`src/rtl/add_seq.sv`:
```
// Multi-cycle add/sub: a +/- b over WIDTH bits, CHUNK bits per clock, with valid/ready handshakes.
// Optional ovf/zero result flags when ADD_SEQ_FLAGS_EN is defined.
module add_seq #(
    parameter int WIDTH = 32,
    parameter int CHUNK = 8
) (
    input  logic             clk,
    input  logic             rst,
    input  logic             in_valid,
    output logic             in_ready,
    input  logic [WIDTH-1:0] a,
    input  logic [WIDTH-1:0] b,
    input  logic             cin,
    input  logic             sub,
    output logic             out_valid,
    input  logic             out_ready,
    output logic [WIDTH-1:0] s,
    output logic             cout
`ifdef ADD_SEQ_FLAGS_EN
    ,
    output logic             ovf,
    output logic             zero
`endif
);

    localparam int N    = WIDTH / CHUNK;
    localparam int IDXW = (N > 1) ? $clog2(N) : 1;
    localparam logic [IDXW-1:0] LAST_IDX = IDXW'(N - 1);

    typedef enum logic [1:0] {
        IDLE = 2'd0,
        RUN  = 2'd1,
        DONE = 2'd2
    } state_t;

    state_t            state_r;
    state_t            state_s;
    logic [WIDTH-1:0]  a_r;
    logic [WIDTH-1:0]  b_r;
    logic              c_r;
    logic [IDXW-1:0]   idx_r;
    logic [CHUNK:0]    sum_s;
    logic [WIDTH-1:0]  s_next_s;
    logic              last_s;

    // State register
    always_ff @(posedge clk) begin
        if (rst) begin
            state_r <= IDLE;
        end else begin
            state_r <= state_s;
        end
    end

    // Next-state logic
    always_comb begin
        state_s = state_r;
        case (state_r)
            IDLE: begin
                if (in_valid) begin
                    state_s = RUN;
                end else begin
                    state_s = IDLE;
                end
            end
            RUN: begin
                if (last_s) begin
                    state_s = DONE;
                end else begin
                    state_s = RUN;
                end
            end
            DONE: begin
                if (out_ready) begin
                    state_s = IDLE;
                end else begin
                    state_s = DONE;
                end
            end
            default: state_s = IDLE;
        endcase
    end

    // Handshake outputs decoded purely from the state register
    always_comb begin
        in_ready  = (state_r == IDLE);
        out_valid = (state_r == DONE);
    end

    // One chunk of the carry chain, and s with that chunk merged in
    always_comb begin
        last_s   = (idx_r == LAST_IDX);
        sum_s    = {1'b0, a_r[idx_r*CHUNK +: CHUNK]} + {1'b0, b_r[idx_r*CHUNK +: CHUNK]}
                 + {{CHUNK{1'b0}}, c_r};
        s_next_s = s;
        s_next_s[idx_r*CHUNK +: CHUNK] = sum_s[CHUNK-1:0];
    end

    // Operand capture and chunk-by-chunk result accumulation
    always_ff @(posedge clk) begin
        if (rst) begin
            a_r   <= {WIDTH{1'b0}};
            b_r   <= {WIDTH{1'b0}};
            c_r   <= 1'b0;
            idx_r <= {IDXW{1'b0}};
            s     <= {WIDTH{1'b0}};
            cout  <= 1'b0;
`ifdef ADD_SEQ_FLAGS_EN
            ovf   <= 1'b0;
            zero  <= 1'b0;
`endif
        end else begin
            case (state_r)
                IDLE: begin
                    if (in_valid) begin
                        a_r   <= a;
                        b_r   <= b ^ {WIDTH{sub}};
                        c_r   <= cin | sub;
                        idx_r <= {IDXW{1'b0}};
                    end
                end
                RUN: begin
                    s   <= s_next_s;
                    c_r <= sum_s[CHUNK];
                    if (last_s) begin
                        cout <= sum_s[CHUNK];
`ifdef ADD_SEQ_FLAGS_EN
                        ovf  <= (a_r[WIDTH-1] == b_r[WIDTH-1]) & (s_next_s[WIDTH-1] != a_r[WIDTH-1]);
                        zero <= (s_next_s == {WIDTH{1'b0}});
`endif
                    end else begin
                        idx_r <= idx_r + IDXW'(1);
                    end
                end
                default: begin
                end
            endcase
        end
    end

endmodule

```
`config.mk`:
```
export PLATFORM = sky130hd
export DESIGN_NAME = add_seq
export DESIGN_NICKNAME = d
export VERILOG_FILES = /design/src/rtl/add_seq.sv
export SDC_FILE = /design/constraint.sdc
export NUM_CORES = 1
export LEC_CHECK = 0
export ABC_AREA = 1
export BUFFER_PORTS_ARGS = -buffer_cell sky130_fd_sc_hd__buf_4
export CAP_MARGIN = 15
export CORE_UTILIZATION = 45
export DETAILED_ROUTE_END_ITERATION = 10
export PLACE_DENSITY_LB_ADDON = 0.12
export SYNTH_ARGS = -nofsm -noshare
export SYNTH_HDL_FRONTEND = slang
export SYNTH_SLANG_ARGS = --single-unit
```
`constraint.sdc`:
```
create_clock -name clk -period 3 [get_ports clk]
set_clock_uncertainty 0.1 [all_clocks]
set_input_delay 0.45 -clock clk [delete_from_list [all_inputs] [get_ports clk]]
set_output_delay 0.45 -clock clk [all_outputs]
set_load 0.01 [all_outputs]
```
* Word level (Yosys, flattened, before mapping)
Index checks and enable logic that the tools add are counted.
Storage, ports and cells: flip-flop bits (word level) 102, input port bits 70, logic and storage cells 38
Cells by class: add/subtract/negate cells 4, eq/ne operators 5, shift operators 4, mux-type cells 10, bitwise logic cells 2, reductions and logical operators 6
Operators by type and width (count):
- $shiftx A32 B6 Y8 | 2
- $neg A5 Y34 | 1
- $shift A8 B34 Y32 const A | 1
- $shiftx A8 B34 Y32 | 1
- $bwmux W32 | 1
- $xor A32 B32 Y32 | 1
- $add A8 B8 Y9 | 1
- $add A9 B1 Y9 | 1
- $mux W2 | 4
- $pmux W2 S3 | 1
- $reduce_and A2 Y1 | 3
- $eq A2 B2 Y1 const B | 2
- $ne A2 B2 Y1 const B | 2
- $pmux W2 S2 | 1
- $reduce_and A3 Y1 | 1
- $add A2 B1 Y2 const B | 1
- $eq A2 B1 Y1 const B | 1
- $logic_not A2 Y1 | 1
- $mux W1 | 2
- $pmux W1 S2 | 1
- $reduce_bool A2 Y1 | 1
- $or A1 B1 Y1 | 1

* Logic depth before layout (Yosys ltp)
Gate-level depths: netlist of run 1.
depth after elaboration 5, mapped depth 16

* Worst setup path before layout of run 1
OpenSTA, ideal clock, no wires.
path type reg-to-reg, from register idx_r[0], to register c_r, library setup time 120 ps, arrival 2555 ps, slack 225 ps, stages on the path, launching flop included 17, clock period less this slack 2775 ps, cell sequence dfxtp_1 > buf_2 > inv_1 > buf_2 > buf_2 > o21ai_0 > o22ai_1 > fa_1 > fa_1 > nand2_1 > nand2_1 > nand3b_1 > nand2_1 > a31oi_1 > nand2_1 > nand2_1 > nor2_1
On the way: longest elaborated chain between the ends 4, elaborated cells between the ends (all ways) 5, those cells by class add/sub: 2; shift: 2; mux: 1
Ends and longest elaborated chain:
- start, declared | RTL line 41 | logic [IDXW-1:0] idx_r;
- start signal, assigned | RTL line 105 | idx_r <= {IDXW{1'b0}};
- start signal, assigned | RTL line 119 | idx_r <= {IDXW{1'b0}};
- start signal, assigned | RTL line 132 | idx_r <= idx_r + IDXW'(1);
- $shiftx A32 B6 Y8 | RTL line 93 | sum_s = {1'b0, a_r[idx_r*CHUNK +: CHUNK]} + {1'b0, b_r[idx_r*CHUNK +: CHUNK]}
- $add A8 B8 Y9 (*) | RTL line 93
- $add A9 B1 Y9 (*) | RTL line 94 | + {{CHUNK{1'b0}}, c_r};
- $pmux W1 S2 (*) | RTL line 113 | case (state_r)
- end signal, assigned | RTL line 118 | c_r <= cin | sub;
- end signal, assigned | RTL line 124 | c_r <= sum_s[CHUNK];
- end, declared | RTL line 40 | logic c_r;
Every way passes the cells marked *; elsewhere a longest branch is shown, timed or not. A chain may end at the register's enable or synchronous reset.

* Worst setup path in the final report of run 1
Same ends and word-level chain as after synthesis.

==> results of run 1 <==
-- power by group through the flow --
| stage | clock network (mW) | registers [mW] | logic (mW) |
|---|---|---|---|
| 2_1_floorplan | 0 | 1.52 | 0.584 |
| 3_3_place_gp | 0 | 1.54 | 0.832 |
| 3_5_place_dp | 0 | 1.54 | 0.845 |
| 4_1_cts | 0.927 | 1.51 | 0.849 |
| 5_1_grt | 0.991 | 1.52 | 0.948 |
| 6_report | 0.912 | 1.51 | 0.851 |
-- how the worst max path moves through the flow --
stage,endpoint,start,cells after the start
final,c_r$_SDFFE_PP0P_,idx_r[0]$_SDFFE_PP0P_,14
after global routing,c_r$_SDFFE_PP0P_,idx_r[0]$_SDFFE_PP0P_,14
after CTS,c_r$_SDFFE_PP0P_,idx_r[0]$_SDFFE_PP0P_,14
after detailed placement,c_r$_SDFFE_PP0P_,idx_r[0]$_SDFFE_PP0P_,14
after global placement,c_r$_SDFFE_PP0P_,idx_r[0]$_SDFFE_PP0P_,14
after floorplan,c_r$_SDFFE_PP0P_,idx_r[0]$_SDFFE_PP0P_,16
-- state kept, by name, indices dropped and copies added, names as in the netlist --
| name | flops |
|---|---|
| a_r | 32 |
| b_r | 32 |
| s | 32 |
| idx_r | 2 |
| state_r | 2 |
| c_r | 1 |
| cout | 1 |
-- worst max-delay path: cells and delay by family (launching register included) --
family,cells,cell delay [ns]
adder cells (fa/ha/maj),2,0.87
AO/OA/AOI/OAI,3,0.53
AND/OR/NAND/NOR,7,0.51
flip-flops,1,0.40
buffers and inverters,2,0.25
-- layout make-up --
class                           count  area (um^2)
Clock buffer                       11          141
Clock inverter                      5         63.8
Fill cell                        1017         4490
Inverter                           21         78.8
Multi-Input combinational cell    459         2520
Sequential cell                   102         2040
Tap cell                          136          170
Timing Repair Buffer              114          868
-- cell usage after synthesis (all sizes together), types with 2 or more instances --
cell type and number:
nor2 151, ha 13, xnor2 33, a22oi 4
xor2 2, nand3 13, a21oi 32, fa 2
inv 21, dfxtp 102, nand2 77, o21ai 67
buf 22, nand4 8, a211oi 33, o22ai 16
clkbuf 18
-- cell usage in the layout, fill, tap and decap left out, drive strengths merged, types with 4 or more instances in the layout --
cell type and count:
nor2 151, dfxtp 102, xnor2 33, buf 114, nand4 8, inv 24
o21ai 67, o22ai 16, clkbuf 11, ha 13, nand2 77, a211oi 33
nand3 13, a22oi 4, a21oi 32
-- logic make-up (layout without fill, tap and decap cells) --
kind of cell,Yosys count,after routing,synth area share (%)
AOI/OAI and AO/OA,156,156,19.6
buffers and inverters,61,151,5.55
DFF,102,102,42.3
adders and majority gates,15,15,4.20
xor gates and xnor gates,35,35,6.35
and+or+nand+nor,253,253,22.0
-- metal layers --
metal  wire length, um  share of wire (%)  up-vias  GRT usage, %
met5                 0                  0        -             0
met4               141                1.2        0          5.75
met3               489                4.1       11          4.33
met2              5370                 45      113          34.3
met1              5820                 49     1943          29.9
li1                  -                  -     2251             -
-- stage by stage --
step	hold slack (ns)	cell area (um^2)	cells	util [%]
final	0.228	5880	848	56.7
after global routing	0.207	5880	848	56.7
after CTS	0.219	5880	848	56.7
after detailed placement	0.357	5680	832	54.7
after global placement	0.354	5680	832	54.7
after floorplan	0.350	4830	622	-
==> metrics.txt, run 1 <==
Max stage delay on crit path=0.45 ns; Reg2Reg Depth=14; Peak VDD IR=0.266 mV; Core Rows=37; FF+latch count, synth=102; Yosys cell types=36; core footprint=0.0104 mm^2; crit path max fanout=16; vias in the first global route=3,892; clock power share=27.9%; CTS buffer count=9; RePlAce Congestion=0.889; Die Span X=106 um; clk root buf=clkbuf_8; Power Internal=2.20 mW; synth warn=0; power per cell area=556 mW/mm^2; number of synthesized flops with an enable pin=0; post-synthesis async set-or-reset flop share=0%; drt total wl=11,800 um; Yosys top cell area share=42.3%; Worst R2R Setup Slack=0.23 ns; via count=4,318; antenna-violating nets left=0; fmax=361 MHz; clock slew at reported path FFs=0.10 ns; RSZ-0062 raised after global routing=no; Vert. Die Dim=106 um; # DRC=0; dpl hpwl=8620 um; worst hold path type=in2reg; slowest cell on the critical path=fa_1; pin count of the biggest net entering global routing=66; Static Leakage=2.43 nW; WL/cell=13.9 um; hold endpoint=a_r[7]$_SDFFE_PP0P_; Worst Max-Slew Pin Slew=0.867 ns; gr usage total=21.6%; hold_buf cts=0; Pre-antenna DRT Iters=5; Clock Tree Buf Depth=2; CP Cell Sequence=inv_1, buf_4, o21ai_0, o22ai_1, fa_1, fa_1, nand2_1, nand2_1, nand3b_1, nand2_1, a31oi_1, nand2_1, nand2_1, nor2_1; overall power=3.27 mW; clock sink count=102; Final nets=792; Reg power frac=46.1%; post-layout minimum cycle time=2.77 ns; final hold vios=0; endpoint class of the critical path=flop; hold path startpoint=a[7]; Worst Path Required=3.16 ns; PostCTS Resize Cnt=0; setup ws final=0.230 ns; slew margin rel.=42.1%; Post-Place Worst Slack=0.268 ns; n_diodes=0; drt initial violations=256; max_cap viols=0; final period utilization=92.3%; Pins Over Slew Limit=0; drt via density=5.09; RR Endpoint=c_r$_SDFFE_PP0P_; part of the power in combinational logic=26.0%; Area Overhead vs Synth=21.9%; sequential fraction of the synthesis area=42.3%; total grt overflow=0; Critical Path Start Type=flop; top post-synthesis cells by area=dfxtp_1 42%, nor2_1 11%, o21ai_0 6.8%; worst endpoint data arrival time=2.93 ns; number of H-tree levels=3; switching power=1.07 mW; setup tns final=0 ns; Post-CTS Setup Bufs=0; first-pass GRT wire length=19,100 um; Buffers on Ports=104; Setup violations, final=0; layout cell share with drive strength beyond 1=21.5%; cell taking the most area after synthesis=dfxtp_1; Setup CP Type=reg2reg; CTS tree=yes; starting density of the core=46.5%; switching share of power=32.8%; cells after synthesis=622; r2r startpoint=idx_r[0]$_SDFFE_PP0P_; antenna violations before repair=0; Die ar.=0.0111 mm^2; worst skew pair latency=0.36 ns; most frequent CP cell=nand2_1; Top FF cell, synth=dfxtp_1; Synth Cell Area=0.00483 mm^2; syn_area_per_cell=7.76 um^2; # IOs=105; outcome=completed; hold depth=3; Syn Nets=707
Note: power is estimated with default switching activity, not from simulation.
==> run 2: changes to the inputs <==
--- a/config.mk
+++ b/config.mk
@@ -11,6 +11,7 @@
 export CORE_UTILIZATION = 45
 export DETAILED_ROUTE_END_ITERATION = 10
 export PLACE_DENSITY_LB_ADDON = 0.12
+export REMOVE_ABC_BUFFERS = 1
 export SYNTH_ARGS = -nofsm -noshare
 export SYNTH_HDL_FRONTEND = slang
 export SYNTH_SLANG_ARGS = --single-unit
==> run 2 against run 1 <==
Effect of this change:
- setup slack got worse by 0.058 ns
- highest routed layer unchanged
- non-clock buffer count unchanged
- combinational power increased by 2%
- largest power group unchanged
- design area about the same
- core utilization about the same
- first-iteration DRC count decreased by 37%
- power decreased by 2.9%
- sequential cell count unchanged
- clock power decreased by 11%
- sequential share of layout area about the same
==> metrics.txt, run 2 (synthesized netlist as in run 1, its figures left out) <==
outcome=completed; Reg2Reg Depth=10 (-4); Setup CP Type=reg2reg; fmax=354 MHz (-2.0%); post-layout minimum cycle time=2.83 ns (+0.0578 ns); part of the power in combinational logic=27.2% (+1.2 points); gr usage total=20.9% (-0.67 points); RSZ-0062 raised after global routing=yes; RePlAce Congestion=0.804 (-9.6%); clk root buf=clkbuf_8; Die ar.=0.0111 mm^2 (unchanged); WHS=0.231 ns (+0.00324 ns); hold_buf cts=0 (unchanged); Post-Place Worst Slack=0.207 ns (-0.0614 ns); Setup violations, final=0 (unchanged); dpl hpwl=8040 um (-6.7%); Worst Max-Slew Pin Slew=0.697 ns (-0.170 ns); Die Span X=106 um (unchanged); setup ws final=0.172 ns (-0.0578 ns); filler instances=1,044 (+2.7%); Met3 Wirelength=443 um (-9.4%); Vert. Die Dim=106 um (unchanged); layout cell share with drive strength beyond 1=21.9% (+0.42 points); commonest cells after routing, fill and taps aside=146 x nor2_1, 112 x buf_4, 102 x dfxtp_1, 73 x nand2_1, 66 x o21ai_0; antenna violations before repair=0 (unchanged); end of the critical path=s[10]$_SDFFE_PP0P_; Area Overhead vs Synth=21.9% (about the same); DRT met1 WL=5240 um (-10%); dpl cell area=0.00569 mm^2 (+0.22%); commonest non-fill, non-tap cell in the layout=nor2_1; worst skew pair latency=0.37 ns (about the same); Worst Path Required=3.20 ns (+0.04 ns); worst hold path type=in2reg; worst endpoint data arrival time=3.03 ns (+0.10 ns); Final nets=792 (unchanged); max_cap viols=0 (unchanged); n_diodes=0 (unchanged); drt total wl=11,300 um (-4.9%); clock power share=25.6% (-2.3 points); crit path launch=idx_r[0]$_SDFFE_PP0P_; slowest cell on the critical path=fa_1; endpoint class of the critical path=flop; Pre-antenna DRT Iters=4 (-1); final hold vios=0 (unchanged); first-pass GRT wire length=18,800 um (-1.7%); slew margin rel.=53.5% (+11 points); CP Cell Sequence=inv_1, o21ai_0, o22ai_1, fa_1, fa_1, xor2_1, nand2_1, nor2_1, a22oi_1, nor2_1; Largest delay share family, worst path=adder cells; Static Leakage=2.44 nW (+0.26%); Max stage delay on crit path=0.44 ns (about the same); Clock Tree Buf Depth=2 (unchanged); drt via density=5.04 (-1.1%); Post-CTS Setup Bufs=0 (unchanged); Reg power frac=47.2% (+1.1 points); power per cell area=539 mW/mm^2 (-3.0%); Pins Over Slew Limit=0 (unchanged); starting density of the core=46.5% (unchanged); DR top layer=met4; pin count of the biggest net entering global routing=65 (-1.5%); # IOs=105 (unchanged); clock slew at reported path FFs=0.10 ns (about the same); r2r startpoint=idx_r[0]$_SDFFE_PP0P_; WL/cell=13.3 um (-4.9%); clock sink count=102 (unchanged); CTS tree=yes; Critical Path Start Type=flop; antenna-violating nets left=0 (unchanged); Buffers on Ports=104 (unchanged); # DRC=0 (unchanged); crit path max fanout=13 (-3); Levels on crit path=10 (-4); Buf+Inv Stages, Crit Path=1 (-1); core footprint=0.0104 mm^2 (unchanged); Core Rows=37 (unchanged); Worst R2R Setup Slack=0.17 ns (-0.06 ns); drt initial violations=161 (-37%); Seq. cell area=0.00204 mm^2 (unchanged); setup tns final=0 ns (unchanged); overall power=3.17 mW (-2.9%); switching share of power=33.3% (+0.50 points); Power Internal=2.12 mW (-3.7%); biggest regs=a_r: 32 flops, b_r: 32 flops, s: 32 flops; multi-input logic area=0.00253 mm^2 (+0.55%); RR Endpoint=s[10]$_SDFFE_PP0P_; vias in the first global route=3,976 (+2.2%); number of H-tree levels=3 (unchanged); wire length on met2=5490 um (+2.2%); Peak VDD IR=0.275 mV (+3.2%); CTS buffer count=9 (unchanged); Design Area, Final=0.00588 mm^2 (about the same); final period utilization=94.3% (+1.9 points); via count=4,272 (-1.1%); switching power=1.06 mW (-1.5%); total grt overflow=0 (unchanged)
## run 2: worst min-delay path by stage
stage                                     from              endpoint  slack, ns  cells after the start
after floorplan           a_r[10]$_SDFFE_PP0P_  a_r[10]$_SDFFE_PP0P_       0.35                      2
after global placement      s[20]$_SDFFE_PP0P_    s[20]$_SDFFE_PP0P_       0.35                      2
after detailed placement     s[7]$_SDFFE_PP0P_     s[7]$_SDFFE_PP0P_       0.36                      2
after CTS                                a[26]  a_r[26]$_SDFFE_PP0P_       0.22                      3
after global routing                     a[10]  a_r[10]$_SDFFE_PP0P_       0.23                      3
final                                    a[22]  a_r[22]$_SDFFE_PP0P_       0.23                      3
## run 2: cell type report
type / count / share of cell area [%]
clock buffers: 10 / 2.34
clock inverters: 6 / 0.765
inverters: 21 / 1.34
multi-input cells: 459 / 43.0
flip-flops and latches: 102 / 34.7
well taps: 136 / 2.89
repair buffers: 114 / 15.0
## run 2: power groups by stage
stage	Clock (mW)	Combinational [mW]	Sequential, mW
floorplan	0	0.524	1.53
global placement	0	0.835	1.53
detailed placement	0	0.851	1.53
CTS	0.826	0.853	1.50
global route	0.885	0.965	1.51
finish	0.812	0.864	1.50
## run 2: timing repair
| action | in CTS | in global routing |
|---|---|---|
| endpoints found under the hold margin | 0 | 0 |
| resized for setup | 0 | 2 |
| endpoints found under the setup margin | 0 | 6 |
## run 2: tightest hold or removal path, delay by kind of cell
family	cells	cell delay, ns
buf+inv	1	0.07
simple gates	1	0.07
compound gates	1	0.07
## run 2: layer usage
layer  track usage, %  up-vias
met3             3.28        6
met2             35.6       96
li1                 -     2245
met5                0        -
met4             6.55        0
met1             27.2     1925
## run 2: stage by stage
| stage | utilization, % | cells |
|---|---|---|
| global route | 56.7 | 848 |
| detailed placement | 54.9 | 832 |
| CTS | 56.6 | 848 |
| finish | 56.7 | 848 |
| floorplan | - | 582 |
| global placement | 54.9 | 832 |
==> run 3: changes to the inputs <==
--- a/config.mk
+++ b/config.mk
@@ -10,7 +10,8 @@
 export CAP_MARGIN = 15
 export CORE_UTILIZATION = 45
 export DETAILED_ROUTE_END_ITERATION = 10
-export PLACE_DENSITY_LB_ADDON = 0.12
+export PLACE_DENSITY = 0.65
+export RECOVER_POWER = 50
 export REMOVE_ABC_BUFFERS = 1
 export SYNTH_ARGS = -nofsm -noshare
 export SYNTH_HDL_FRONTEND = slang
==> run 3 against run 2 <==
Effect of this change:
- sequential power barely moved
- largest power group unchanged
- worst hold slack better by 0.0094 ns
- final cell count rose by 0.47%
- global-route usage increased by 0.13 points
- setup slack better by 0.024 ns
- register-to-register slack improved by 0.02 ns
- non-clock buffer count increased by 4
==> metrics.txt, run 3 (synthesized netlist as in run 1, its figures left out) <==
outcome=completed; final period utilization=93.5% (-0.79 points); switching power=1.04 mW (-1.5%); WL/cell=13.5 um (+1.9%); number of H-tree levels=3 (unchanged); Buffers on Ports=104 (unchanged); Design Area, Final=0.00575 mm^2 (-2.3%); RePlAce Congestion=0.826 (+2.6%); Critical Path Start Type=flop; switching share of power=33.2% (-0.16 points); commonest cells after routing, fill and taps aside=147 x nor2_1, 102 x dfxtp_1, 83 x buf_4, 74 x nand2_1, 66 x o21ai_0; Worst Max-Slew Pin Slew=0.810 ns (+0.113 ns); Setup CP Type=reg2reg; Peak VDD IR=0.316 mV (+15%); grt met1 use=27.5% (+0.26 points); Pre-antenna DRT Iters=4 (unchanged); worst hold path type=in2reg; Die ar.=0.0111 mm^2 (unchanged); core footprint=0.0104 mm^2 (unchanged); clock power share=25.2% (-0.4 points); slowest cell on the critical path=dfxtp_1; crit path max fanout=17 (+4); worst endpoint data arrival time=2.98 ns (-0.05 ns); commonest non-fill, non-tap cell in the layout=nor2_1; dpl cell area=0.00568 mm^2 (-0.22%); filler instances=1,042 (-0.19%); most frequent CP cell=nand2_1; Worst Path Required=3.17 ns (-0.03 ns); met3 Usage GRT=2.78% (-0.49 points); power per cell area=546 mW/mm^2 (+1.3%); Final nets=796 (+0.51%); n_diodes=0 (unchanged); slew margin rel.=45.8% (-7.7 points); part of the power in combinational logic=27.1% (about the same); Clock Tree Buf Depth=2 (unchanged); # DRC=0 (unchanged); Setup violations, final=0 (unchanged); Core Rows=37 (unchanged); drt initial violations=171 (+6.2%); Static Leakage=2.29 nW (-6.0%); final core occ=55.4% (-1.3 points); Die Span X=106 um (unchanged); via count=4,348 (+1.8%); clock sink count=102 (unchanged); antenna-violating nets left=0 (unchanged); M2 GR Usage=36.7% (+1.0 points); gr usage total=21.1% (+0.13 points); # IOs=105 (unchanged); Power Internal=2.10 mW (-0.81%); clock slew at reported path FFs=0.10 ns (about the same); CTS buffer count=9 (unchanged); fmax=357 MHz (+0.85%); antenna violations before repair=0 (unchanged); max_cap viols=0 (unchanged); busiest grt layer=met2; Pins Over Slew Limit=0 (unchanged); Area Overhead vs Synth=19.1%; pin count of the biggest net entering global routing=65 (unchanged); final hold vios=0 (unchanged); clk root buf=clkbuf_8; biggest regs=a_r: 32 flops, b_r: 32 flops, s: 32 flops; CTS tree=yes; starting density of the core=46.5% (unchanged); drt total wl=11,500 um (+2.4%); layout cell share with drive strength beyond 1=17.0% (-4.9 points); total grt overflow=0 (unchanged); dpl hpwl=8280 um (+3.0%); vias in the first global route=4,110 (+3.4%); CP Cell Sequence=clkinvlp_4, clkbuf_2, buf_4, o21ai_0, o22ai_1, ha_1, nand2_1, nand2_1, nand2_1, xnor2_1, nand3_1, a21oi_1; post-layout minimum cycle time=2.80 ns (-0.0238 ns); Vert. Die Dim=106 um (unchanged); worst skew pair latency=0.36 ns (about the same); Reg power frac=47.7% (+0.5 points); endpoint class of the critical path=flop; first-pass GRT wire length=19,100 um (+1.8%); Max stage delay on crit path=0.45 ns (about the same); drt via density=5.10 (+1.3%)
[run 3: worst paths after layout]
kind	from	to	slack [ns]	depth (start not counted)
max reg2reg	idx_r[0]$_SDFFE_PP0P_	s[20]$_SDFFE_PP0P_	0.20	12
min reg2reg	s[3]$_SDFFE_PP0P_	s[3]$_SDFFE_PP0P_	0.37	2
min	a[0]	a_r[0]$_SDFFE_PP0P_	0.24	3
max	idx_r[0]$_SDFFE_PP0P_	s[20]$_SDFFE_PP0P_	0.20	12
[run 3: critical path, delay by kind of cell, from the launching register on]
| kind | cells | cell delay (ns) |
|---|---|---|
| buf+inv | 3 | 0.60 |
| flops | 1 | 0.45 |
| xor+xnor | 1 | 0.43 |
| compound gates | 3 | 0.42 |
| fa+ha+maj | 1 | 0.37 |
| simple gates | 4 | 0.36 |
[run 3: timing repair]
action                                  4_1_cts  5_1_grt
gates resized for setup                       0        1
endpoints found under the hold margin         0        0
hold buffers                                  0        0
endpoints found under the setup margin        0        1
buffers inserted                              0        4
[run 3: cell type report]
| class | count | area [um^2] | area share, % |
|---|---|---|---|
| Multi-Input combinational cell | 459 | 2510 | 43.6 |
| Sequential cell | 102 | 2040 | 35.5 |
| Timing Repair Buffer | 118 | 772 | 13.4 |
| Tap cell | 136 | 170 | 2.96 |
| Clock buffer | 11 | 141 | 2.46 |
| Inverter | 21 | 82.6 | 1.44 |
| Clock inverter | 5 | 35.0 | 0.609 |
[run 3: per-stage QoR]
step | total power [mW] | TNS [ns] | setup WS [ns] | hold WS, ns | instances
final | 3.14 | 0 | 0.196 | 0.240 | 852
after global routing | 3.33 | -0.0509 | -0.0287 | 0.253 | 852
after CTS | 3.15 | 0 | 0.257 | 0.230 | 848
after detailed placement | 2.38 | 0 | 0.279 | 0.359 | 832
after global placement | 2.36 | 0 | 0.337 | 0.355 | 832
after floorplan | 2.06 | -14.65 | -0.705 | 0.350 | 582
[run 3: per-layer routing]
| metal | vias to the layer above | routed length (um) |
|---|---|---|
| met5 | - | 0 |
| li1 | 2262 | - |
| met1 | 1969 | 5290 |
| met2 | 107 | 5600 |
| met4 | 0 | 110 |
| met3 | 10 | 515 |
[run 3: power groups by stage]
stage	registers, mW	logic, mW	clock network [mW]
after floorplan	1.53	0.524	0
after global placement	1.53	0.829	0
after detailed placement	1.53	0.851	0
after CTS	1.50	0.854	0.802
after global routing	1.51	0.952	0.864
final	1.50	0.852	0.790
